$ cat config.mk
export PLATFORM = sky130hd
export DESIGN_NAME = shift_register_ctrl
export DESIGN_NICKNAME = d
export VERILOG_FILES = /design/src/rtl/shift_register_ctrl_pkg.sv /design/src/rtl/shift_capture.sv /design/src/rtl/shift_register_ctrl.sv
export SDC_FILE = /design/constraint.sdc
export NUM_CORES = 1
export LEC_CHECK = 0
export BUFFER_PORTS_ARGS = -buffer_cell sky130_fd_sc_hd__buf_4
export CAP_MARGIN = 15
export CORE_UTILIZATION = 44
export DETAILED_ROUTE_END_ITERATION = 8
export GPL_TIMING_DRIVEN = 0
export MAX_ROUTING_LAYER = met4
export PLACE_DENSITY = 0.63
export SLEW_MARGIN = 10
export SYNTH_ARGS = -nofsm -noshare
export SYNTH_HDL_FRONTEND = slang
export SYNTH_SLANG_ARGS = --single-unit
$ cat constraint.sdc
create_clock -name CLK -period 2.2 [get_ports CLK]
set_clock_uncertainty 0.15 [all_clocks]
set_input_delay 0.44 -clock CLK [delete_from_list [all_inputs] [get_ports CLK]]
set_output_delay 0.44 -clock CLK [all_outputs]
set_load 0.03 [all_outputs]
$ cat src/rtl/shift_register_ctrl_pkg.sv
// Shared types and sizing helpers for the shift_register frame sequencer.
// The bench imports this too, so state encodings stay in one place.
package shift_register_ctrl_pkg;

   typedef enum logic [1:0] {
      ST_IDLE  = 2'd0,
      ST_FLUSH = 2'd1,
      ST_RUN   = 2'd2,
      ST_DONE  = 2'd3
   } state_t;

   // RUN counts 0..WIDTH+DEPTH-1; one spare code keeps the counter from wrapping.
   function automatic int cnt_width(input int width, input int depth);
      return $clog2(width + depth + 1);
   endfunction

endpackage

$ cat src/rtl/shift_capture.sv
// WIDTH-bit deserializer: stores bit_i at serial position idx_i while en_i is high,
// and presents the result in word order (serial position 0 is the MSB when MSB_FIRST).
module shift_capture
   import shift_register_ctrl_pkg::*;
#(
   parameter int WIDTH     = 4,
   parameter int IDX_W     = 3,
   parameter bit MSB_FIRST = 1'b1
) (
   input  logic             clk_i,
   input  logic             rst_i,
   input  logic             clr_i,
   input  logic             en_i,
   input  logic [IDX_W-1:0] idx_i,
   input  logic             bit_i,
   output logic [WIDTH-1:0] word_o,
   output logic [WIDTH-1:0] word_nxt_o
);

   logic [WIDTH-1:0] seq_q, seq_d;

   always_comb begin
      seq_d = seq_q;
      if (clr_i) begin
         seq_d = '0;
      end else if (en_i) begin
         for (int i = 0; i < WIDTH; i++) begin
            if (idx_i == IDX_W'(i)) seq_d[i] = bit_i;
         end
      end
   end

   always_ff @(posedge clk_i or posedge rst_i) begin
      if (rst_i) seq_q <= '0;
      else       seq_q <= seq_d;
   end

   for (genvar g = 0; g < WIDTH; g++) begin : g_order
      assign word_o[g]     = MSB_FIRST ? seq_q[WIDTH-1-g] : seq_q[g];
      assign word_nxt_o[g] = MSB_FIRST ? seq_d[WIDTH-1-g] : seq_d[g];
   end

endmodule

$ cat src/rtl/shift_register_ctrl.sv
// Frame sequencer for a DEPTH-stage serial shift_register: flushes it, streams one
// parallel word through it, rebuilds the word from DOUT and reports a loopback match.
module shift_register_ctrl
   import shift_register_ctrl_pkg::*;
#(
   parameter int WIDTH     = 4,
   parameter int DEPTH     = 4,
   parameter bit MSB_FIRST = 1'b1
) (
   input  logic             CLK,
   input  logic             RST,
   // Both sides: a transfer happens on a rising edge where VALID and READY are both high;
   // the offering side holds VALID/DATA until then, READY never depends on VALID.
   input  logic             IN_VALID,
   output logic             IN_READY,
   input  logic [WIDTH-1:0] IN_DATA,
   output logic             OUT_VALID,
   input  logic             OUT_READY,
   output logic [WIDTH-1:0] OUT_DATA,
   output logic             MATCH,
   output logic             SR_RST,
   output logic             SR_DIN,
   input  logic             SR_DOUT,
   output state_t           DBG_STATE
);

   localparam int CW   = cnt_width(WIDTH, DEPTH);
   localparam int LAST = WIDTH + DEPTH - 1;

   state_t           state_q, state_d;
   logic [CW-1:0]    cnt_q, cnt_d;
   logic [WIDTH-1:0] tx_q, tx_d;
   logic             in_ready_q, in_ready_d;
   logic             sr_rst_q, sr_rst_d;
   logic             sr_din_q, sr_din_d;
   logic             out_valid_q, out_valid_d;
   logic             match_q, match_d;

   logic [WIDTH-1:0] tx_seq;
   logic             cap_clr, cap_en;
   logic [CW-1:0]    cap_idx;
   logic [WIDTH-1:0] rx_word, rx_word_nxt;

   for (genvar g = 0; g < WIDTH; g++) begin : g_tx_seq
      assign tx_seq[g] = MSB_FIRST ? tx_q[WIDTH-1-g] : tx_q[g];
   end

   // Serial bit driven during RUN step n; steps past the word send zeros.
   function automatic logic din_at(input logic [WIDTH-1:0] seq, input logic [CW-1:0] n);
      din_at = 1'b0;
      for (int i = 0; i < WIDTH; i++) begin
         if (n == CW'(i)) din_at = seq[i];
      end
   endfunction

   assign cap_en  = (state_q == ST_RUN) && (cnt_q >= CW'(DEPTH));
   assign cap_idx = cnt_q - CW'(DEPTH);

   shift_capture #(
      .WIDTH     (WIDTH),
      .IDX_W     (CW),
      .MSB_FIRST (MSB_FIRST)
   ) u_capture (
      .clk_i      (CLK),
      .rst_i      (RST),
      .clr_i      (cap_clr),
      .en_i       (cap_en),
      .idx_i      (cap_idx),
      .bit_i      (SR_DOUT),
      .word_o     (rx_word),
      .word_nxt_o (rx_word_nxt)
   );

   always_comb begin
      state_d     = state_q;
      cnt_d       = cnt_q;
      tx_d        = tx_q;
      in_ready_d  = 1'b0;
      sr_rst_d    = 1'b0;
      sr_din_d    = 1'b0;
      out_valid_d = 1'b0;
      match_d     = 1'b0;
      cap_clr     = 1'b0;
      case (state_q)
         ST_IDLE: begin
            in_ready_d = 1'b1;
            if (IN_VALID && in_ready_q) begin
               state_d    = ST_FLUSH;
               tx_d       = IN_DATA;
               in_ready_d = 1'b0;
               sr_rst_d   = 1'b1;
               cap_clr    = 1'b1;
            end
         end
         ST_FLUSH: begin
            state_d  = ST_RUN;
            cnt_d    = '0;
            sr_din_d = din_at(tx_seq, '0);
         end
         ST_RUN: begin
            if (cnt_q == CW'(LAST)) begin
               state_d     = ST_DONE;
               cnt_d       = '0;
               out_valid_d = 1'b1;
               match_d     = (rx_word_nxt == tx_q);
            end else begin
               cnt_d    = cnt_q + CW'(1);
               sr_din_d = din_at(tx_seq, cnt_q + CW'(1));
            end
         end
         ST_DONE: begin
            out_valid_d = 1'b1;
            match_d     = match_q;
            if (OUT_READY) begin
               state_d     = ST_IDLE;
               out_valid_d = 1'b0;
               match_d     = 1'b0;
               in_ready_d  = 1'b1;
            end
         end
      endcase
   end

   always_ff @(posedge CLK or posedge RST) begin
      if (RST) begin
         state_q     <= ST_IDLE;
         cnt_q       <= '0;
         tx_q        <= '0;
         in_ready_q  <= 1'b0;
         sr_rst_q    <= 1'b1;
         sr_din_q    <= 1'b0;
         out_valid_q <= 1'b0;
         match_q     <= 1'b0;
      end else begin
         state_q     <= state_d;
         cnt_q       <= cnt_d;
         tx_q        <= tx_d;
         in_ready_q  <= in_ready_d;
         sr_rst_q    <= sr_rst_d;
         sr_din_q    <= sr_din_d;
         out_valid_q <= out_valid_d;
         match_q     <= match_d;
      end
   end

   assign IN_READY  = in_ready_q;
   assign OUT_VALID = out_valid_q;
   assign OUT_DATA  = rx_word;
   assign MATCH     = match_q;
   assign SR_RST    = sr_rst_q;
   assign SR_DIN    = sr_din_q;
   assign DBG_STATE = state_q;

endmodule

==> metrics.txt, run 1 <==
status=completed; Post-synth EDFFs=0; final hold violation count=0; top-count cell post-synth=nand2_1; number of global-route vias before repair=878; RSZ-0062 raised after global routing=false; Slew headroom=0.514; CP Cell Sequence=inv_1 -> ha_2 -> buf_6 -> nand4b_2 -> mux2i_2 -> a21o_1 -> a211o_1 -> a22o_1; core area=between 2000 and 2500 sq um; beginning of the critical path=DBG_STATE[0]; data required time at the worst endpoint=around 2300 ps; layout cells sized above 1=0.248; CTS buffer count=3; Synth top area share=0.401; Synth-to-Final Area Change=20.4%; Post-synth top cells=nand2_1 (21), dfrtp_1 (18), o21ai_0 (10); CP startpoint kind=flop; GR Util met1=0.278; largest net degree at the start of global routing=20; Nets=about 160; slowest stage cell on the critical path=dfrtp_1; Clk Tree Root Cell=clkbuf_4; CP Capture Type=flop; Clock transition at path regs=between 100 and 150 ps; hold slack final=between 90 and 100 ps; HP Class=in -> async; top_reg_cell synth=dfrtp_1; Die Wd=around 53 um; CTS tree=built; fin cells=about 170; critical path's top delay family=compound AO/OA/AOI/OAI gates; final worst path period share=0.946; Final Slew Violations=0; fin util=0.583; met2 GRT Util=0.323; diodes inserted=0; initial antenna violation count=0; worst path arrival time=between 2000 and 2500 ps; Post-Route WL=2410 um; placed instance count=roughly 170; reg2reg start=DBG_STATE[0]; sequential area share after synthesis=0.424; min Tclk post-route=2080 ps; number of synthesized register bits=19; grt ovf=0; # rows=17; GRT Total Usage=0.211; DR WL/cell=about 14 um; Detail Route Antenna Nets=0; CP peak stage delay=a little over 400 ps; Leakage=slightly above 0.0007 uW; Peak VDD IR=between 700 and 800 uV; cell taking the most area after synthesis=dfrtp_1; DRC Markers=0; H-tree levels=1; detailed placement HPWL=~1800 um; Synth cell types=38; die height=around 53 um; Pre-antenna DRT Iters=3; Avg Inst Size Synth=9.36 sq um; CTS Buffer Depth=2; setup violators final=0; placer's final routability congestion estimate=about 0.78; classification of the worst setup path=reg -> reg; GRT Max-Usage Layer=met2; Pwr Density=around 1200 nW/um^2; first-pass GRT wire length=slightly above 4000 um; max-cap violations=0; worst path bufs/invs=2; leading post-synthesis cells by cell area=dfrtp_1 (40%), ha_1 (10%), nand2_1 (7.0%); full die area=2760 sq um; Starting Density=0.485; 1st-iter DRT viols=9; maximum fanout along the worst path=10; Layout fillers=210; Post-Syn Instances=120; total power=around 1600 uW; syn nets=around 140; I/O Pins=20; IO buf count=19; Synth async-reset ratio=1.00; Fmax=just under 0.5 GHz; Clock Latency Late Sink=roughly 300 ps; M3 GR Usage=0.0261; mapped cell area=between 1000 and 1500 sq um; Worst Tran Pin Value=729 ps; Synth Warn #=0; Setup TNS Final=0 ps; routed vias=924; CTS Sinks=19; Avg Vias per Cell=between 5 and 6
## stage by stage
| step | area, sq um | setup slack [ps] |
|---|---|---|
| after floorplan | 1120 | 58.1 |
| after global placement | 1300 | 102 |
| after detailed placement | 1300 | 82.5 |
| after CTS | 1330 | 67.6 |
| after global routing | 1350 | 18.2 |
| final | 1350 | 118 |
## worst paths after layout
kind                                      end  slack [ps]  depth (start not counted)
max                                     MATCH         120                          8
min                                 OUT_VALID         100                          2
max reg2reg                             MATCH         120                          8
min reg2reg                             MATCH         380                          1
max in group asynchronous  u_capture.seq_q[0]        1330                          2
min in group CLK                      tx_q[2]         170                          3
## power by group
group / leakage, uW / internal (uW) / switching (uW)
sequential: 0.000249 / 460 / 114
clock: 0.0000177 / 67.8 / 111
combinational: 0.000449 / 356 / 503
## worst register-to-register path: stages, from the launching register on
cell and delay (ps):
dfrtp_1 410, inv_1 100, ha_2 210, buf_6 140, nand4b_2 130, mux2i_2 190
a21o_1 180, a211o_1 290, a22o_1 180
## routing by layer
| layer | vias up | part of all wire |
|---|---|---|
| met5 | - | 0 |
| met4 | 0 | 0.016 |
| met3 | 4 | 0.024 |
| met2 | 14 | 0.48 |
| met1 | 441 | 0.48 |
| li1 | 465 | - |
## placed cells by master, fill, tap and decap left out, drive strengths merged
cell | netlist | layout
and2b | 4 | 4
o21ai | 10 | 10
a21o | 1 | 1
a221oi | 1 | 1
nor2b | 3 | 3
dfstp | 1 | 1
a21oi | 3 | 3
nor3 | 1 | 1
dfrtp | 18 | 18
nand3 | 6 | 6
a22o | 1 | 1
or3 | 1 | 1
buf | 2 | 22
nand4b | 3 | 3
mux2i | 3 | 3
clkinv | 0 | 1
nor4b | 1 | 1
inv | 8 | 8
clkbuf | 1 | 5
a22oi | 1 | 1
ha | 9 | 9
a2111oi | 1 | 1
and3 | 1 | 1
nand2 | 21 | 21
a211o | 2 | 2
nor2 | 8 | 8
or2b | 2 | 2
nand3b | 1 | 1
a32oi | 1 | 1
a211oi | 1 | 1
o31ai | 1 | 1
nor3b | 1 | 1
nand2b | 1 | 1
o41ai | 1 | 1
## final cells by class
cell class	instances	area [sq um]	share of cell area
Timing Repair Buffer	21	158	0.117
Clock buffer	3	22.5	0.0167
Clock inverter	1	5.00	0.00370
Sequential cell	19	477	0.352
Buffer	3	22.5	0.0167
Tap cell	28	35.0	0.0259
Multi-Input combinational cell	90	603	0.446
Inverter	8	30.0	0.0222
## sequential cells by signal (all words and copies together) (netlist names)
register         cells
DBG_STATE            2
IN_READY             1
MATCH                1
OUT_VALID            1
SR_DIN               1
SR_RST               1
cnt_q                4
tx_q                 4
u_capture.seq_q      4
## what timing repair did
| action | CTS | global route |
|---|---|---|
| hold buffers | 0 | 0 |
| endpoints found under the setup margin | 0 | 1 |
| setup buffers | 0 | 2 |
| resized for setup | 0 | 3 |
## logic make-up (layout without fill, tap and decap cells)
group | after synthesis | count (layout) | share of synthesized area
flip-flops | 19 | 19 | 0.424
adder cells (fa/ha/maj) | 9 | 9 | 0.100
AO/OA/AOI/OAI | 24 | 24 | 0.141
multiplexers | 3 | 3 | 0.0267
buffers and inverters | 11 | 36 | 0.0445
AND/OR/NAND/NOR | 54 | 54 | 0.263
Note: power is estimated with default switching activity, not from simulation.
==> run 2, diff against run 1 <==
--- a/config.mk
+++ b/config.mk
@@ -12,6 +12,7 @@
 export GPL_TIMING_DRIVEN = 0
 export MAX_ROUTING_LAYER = met4
 export PLACE_DENSITY = 0.63
+export SETUP_SLACK_MARGIN = 0.4
 export SLEW_MARGIN = 10
 export SYNTH_ARGS = -nofsm -noshare
 export SYNTH_HDL_FRONTEND = slang
==> constraint.sdc (replaced) <==
create_clock -name CLK -period 2 [get_ports CLK]
set_clock_uncertainty 0.15 [all_clocks]
set_input_delay 0.4 -clock CLK [delete_from_list [all_inputs] [get_ports CLK]]
set_output_delay 0.4 -clock CLK [all_outputs]
set_load 0.03 [all_outputs]
==> run 2 against run 1 <==
Net effect:
- non-clock buffer count up 13
- critical path depth is 1 lower
- sequential share of layout area decreased by 6.4 points
- clock power increased by 12%
- critical path type unchanged
- sequential power grew 14%
- highest routed layer unchanged
- largest power group unchanged
- via count rose by 14%
==> metrics.txt, run 2 (synthesis gave the netlist of run 1 again) <==
status=completed; Sw Ratio=0.438 (-0.0134); final hold violation count=0 (unchanged); CTS Buffer Depth=2 (unchanged); grt ovf=0 (unchanged); beginning of the critical path=cnt_q[1]; CP Capture Type=flop; Die Wd=52.5 um (unchanged); Detail Route Antenna Nets=0 (unchanged); placer's final routability congestion estimate=0.792 (+1.6%); commonest non-fill, non-tap cell in the layout=buf_4; classification of the worst setup path=reg -> reg; min Tclk post-route=1980 ps (-99.9 ps); worst path bufs/invs=1 (-1); GRT Total Usage=0.235 (+0.0244); slowest stage cell on the critical path=dfrtp_2; diodes inserted=0 (unchanged); Avg Vias per Cell=5.66 (+6.0%); data required time at the worst endpoint=2040 ps (-210 ps); final worst path period share=0.991 (+0.0447); CTS Sinks=19 (unchanged); Reg power frac=0.285 (-0.071); CP startpoint kind=flop; # rows=17 (unchanged); die height=52.5 um (unchanged); Synth-to-Final Area Change=48.2%; HP Class=in -> async; Slew headroom=0.505 (-0.00894); first-pass GRT wire length=4570 um (+13%); DRC Markers=0 (unchanged); detailed placement HPWL=1740 um (-4.6%); reg2reg start=cnt_q[1]; total power=2300 uW (+43%); Clock Latency Late Sink=300 ps (about the same); WP depth=7 (-1); 1st-iter DRT viols=35 (+26); Pwr Density=1380 nW/um^2 (+16%); reg2reg setup slack=20 ps (-100 ps); Int Power=1290 uW (+46%); CTS buffer count=3 (unchanged); Layout fillers=174 (-17%); Gate power share=0.629 (+0.096); Post-Route WL=2850 um (+18%); worst r2r dst=MATCH; Clk Tree Root Cell=clkbuf_4; setup violators final=0 (unchanged); Setup TNS Final=0 ps (unchanged); maximum fanout along the worst path=4 (-6); I/O Pins=20 (unchanged); Clk pwr share=0.087 (-0.024); Starting Density=0.485 (unchanged); Post-CTS Hold Fix Bufs=0 (unchanged); CTS tree=built; routed vias=1053 (+14%); largest net degree at the start of global routing=20 (unchanged); Nets=177 (+7.9%); Setup crit end=MATCH; Peak VDD IR=1190 uV (+50%); Regs by FF count=cnt_q (4), tx_q (4), u_capture.seq_q (4); DR WL/cell=15.3 um (+10%); H-tree levels=1 (unchanged); worst reg2reg path depth=7 (-1); max-cap violations=0 (unchanged); number of global-route vias before repair=928 (+5.7%); critical path's top delay family=compound AO/OA/AOI/OAI gates; initial antenna violation count=0 (unchanged); worst path arrival time=2020 ps (-120 ps); IO buf count=19 (unchanged); CP peak stage delay=480 ps (+70 ps); core area=2320 sq um (unchanged); Pre-antenna DRT Iters=5 (+2); full die area=2760 sq um (unchanged); Clock transition at path regs=110 ps (about the same); Fmax=0.504 GHz (+5.0%); fin util=0.718 (+0.135); most frequent cells in the layout=buf_4 (28), nand2_1 (20), dfrtp_1 (15), nor2_1 (7); sw power=1010 uW (+39%); Worst Tran Pin Value=742 ps (+13.4 ps); CP Cell Sequence=inv_4 -> ha_4 -> nand4b_4 -> mux2i_4 -> a21o_1 -> a211o_1 -> a22o_1; Final Slew Violations=0 (unchanged); layout cells sized above 1=0.481 (+0.233); RSZ-0062 raised after global routing=true; Leakage=0.000786 uW (+9.9%)
==> run 2: how the worst min path moves through the flow <==
| stage | start | end | slack [ps] | cells after the start |
|---|---|---|---|---|
| final | RST | u_capture.seq_q[1] | 70 | 2 |
| after global routing | RST | cnt_q[0] | 130 | 2 |
| after CTS | RST | cnt_q[0] | 100 | 2 |
| after detailed placement | MATCH | MATCH | 370 | 1 |
| after global placement | MATCH | MATCH | 360 | 1 |
| after floorplan | RST | IN_READY | 200 | 1 |
==> run 2: final cells by class <==
cell class | count | area, sq um | share of cell area
Buffer | 3 | 33.8 | 0.0203
Clock buffer | 4 | 26.3 | 0.0158
Tap cell | 28 | 35.0 | 0.0210
Multi-Input combinational cell | 90 | 768 | 0.461
Sequential cell | 19 | 480 | 0.289
Inverter | 8 | 35.0 | 0.0210
Timing Repair Buffer | 34 | 287 | 0.172
==> run 2: layer usage <==
layer | global-route usage | wire length, um | vias up
met5 | - | 0 | -
met4 | 0.0877 | 75 | 0
met3 | 0.0319 | 171 | 14
met2 | 0.363 | 1390 | 48
met1 | 0.313 | 1220 | 493
li1 | - | - | 498
==> run 2: power by group through the flow <==
| stage | combinational (uW) | sequential [uW] | clock, uW |
|---|---|---|---|
| after global routing | 1570 | 668 | 223 |
| final | 1450 | 655 | 200 |
| after floorplan | 559 | 751 | 0 |
| after global placement | 924 | 644 | 0 |
| after CTS | 1300 | 645 | 204 |
| after detailed placement | 943 | 647 | 0 |
==> run 2: what timing repair did <==
action,CTS,global route
resized for setup,28,22
setup endpoints to repair,13,16
buffers inserted,13,2
pin swaps,9,3
==> run 2: metrics by stage <==
stage	area (sq um)	setup slack (ps)	hold slack [ps]	cells
after global placement	1340	-54.7	358	167
after global routing	1670	-49.7	126	186
after CTS	1580	45.2	101	184
after floorplan	1160	20.3	200	120
final	1670	17.7	71.1	186
after detailed placement	1340	-101	369	167
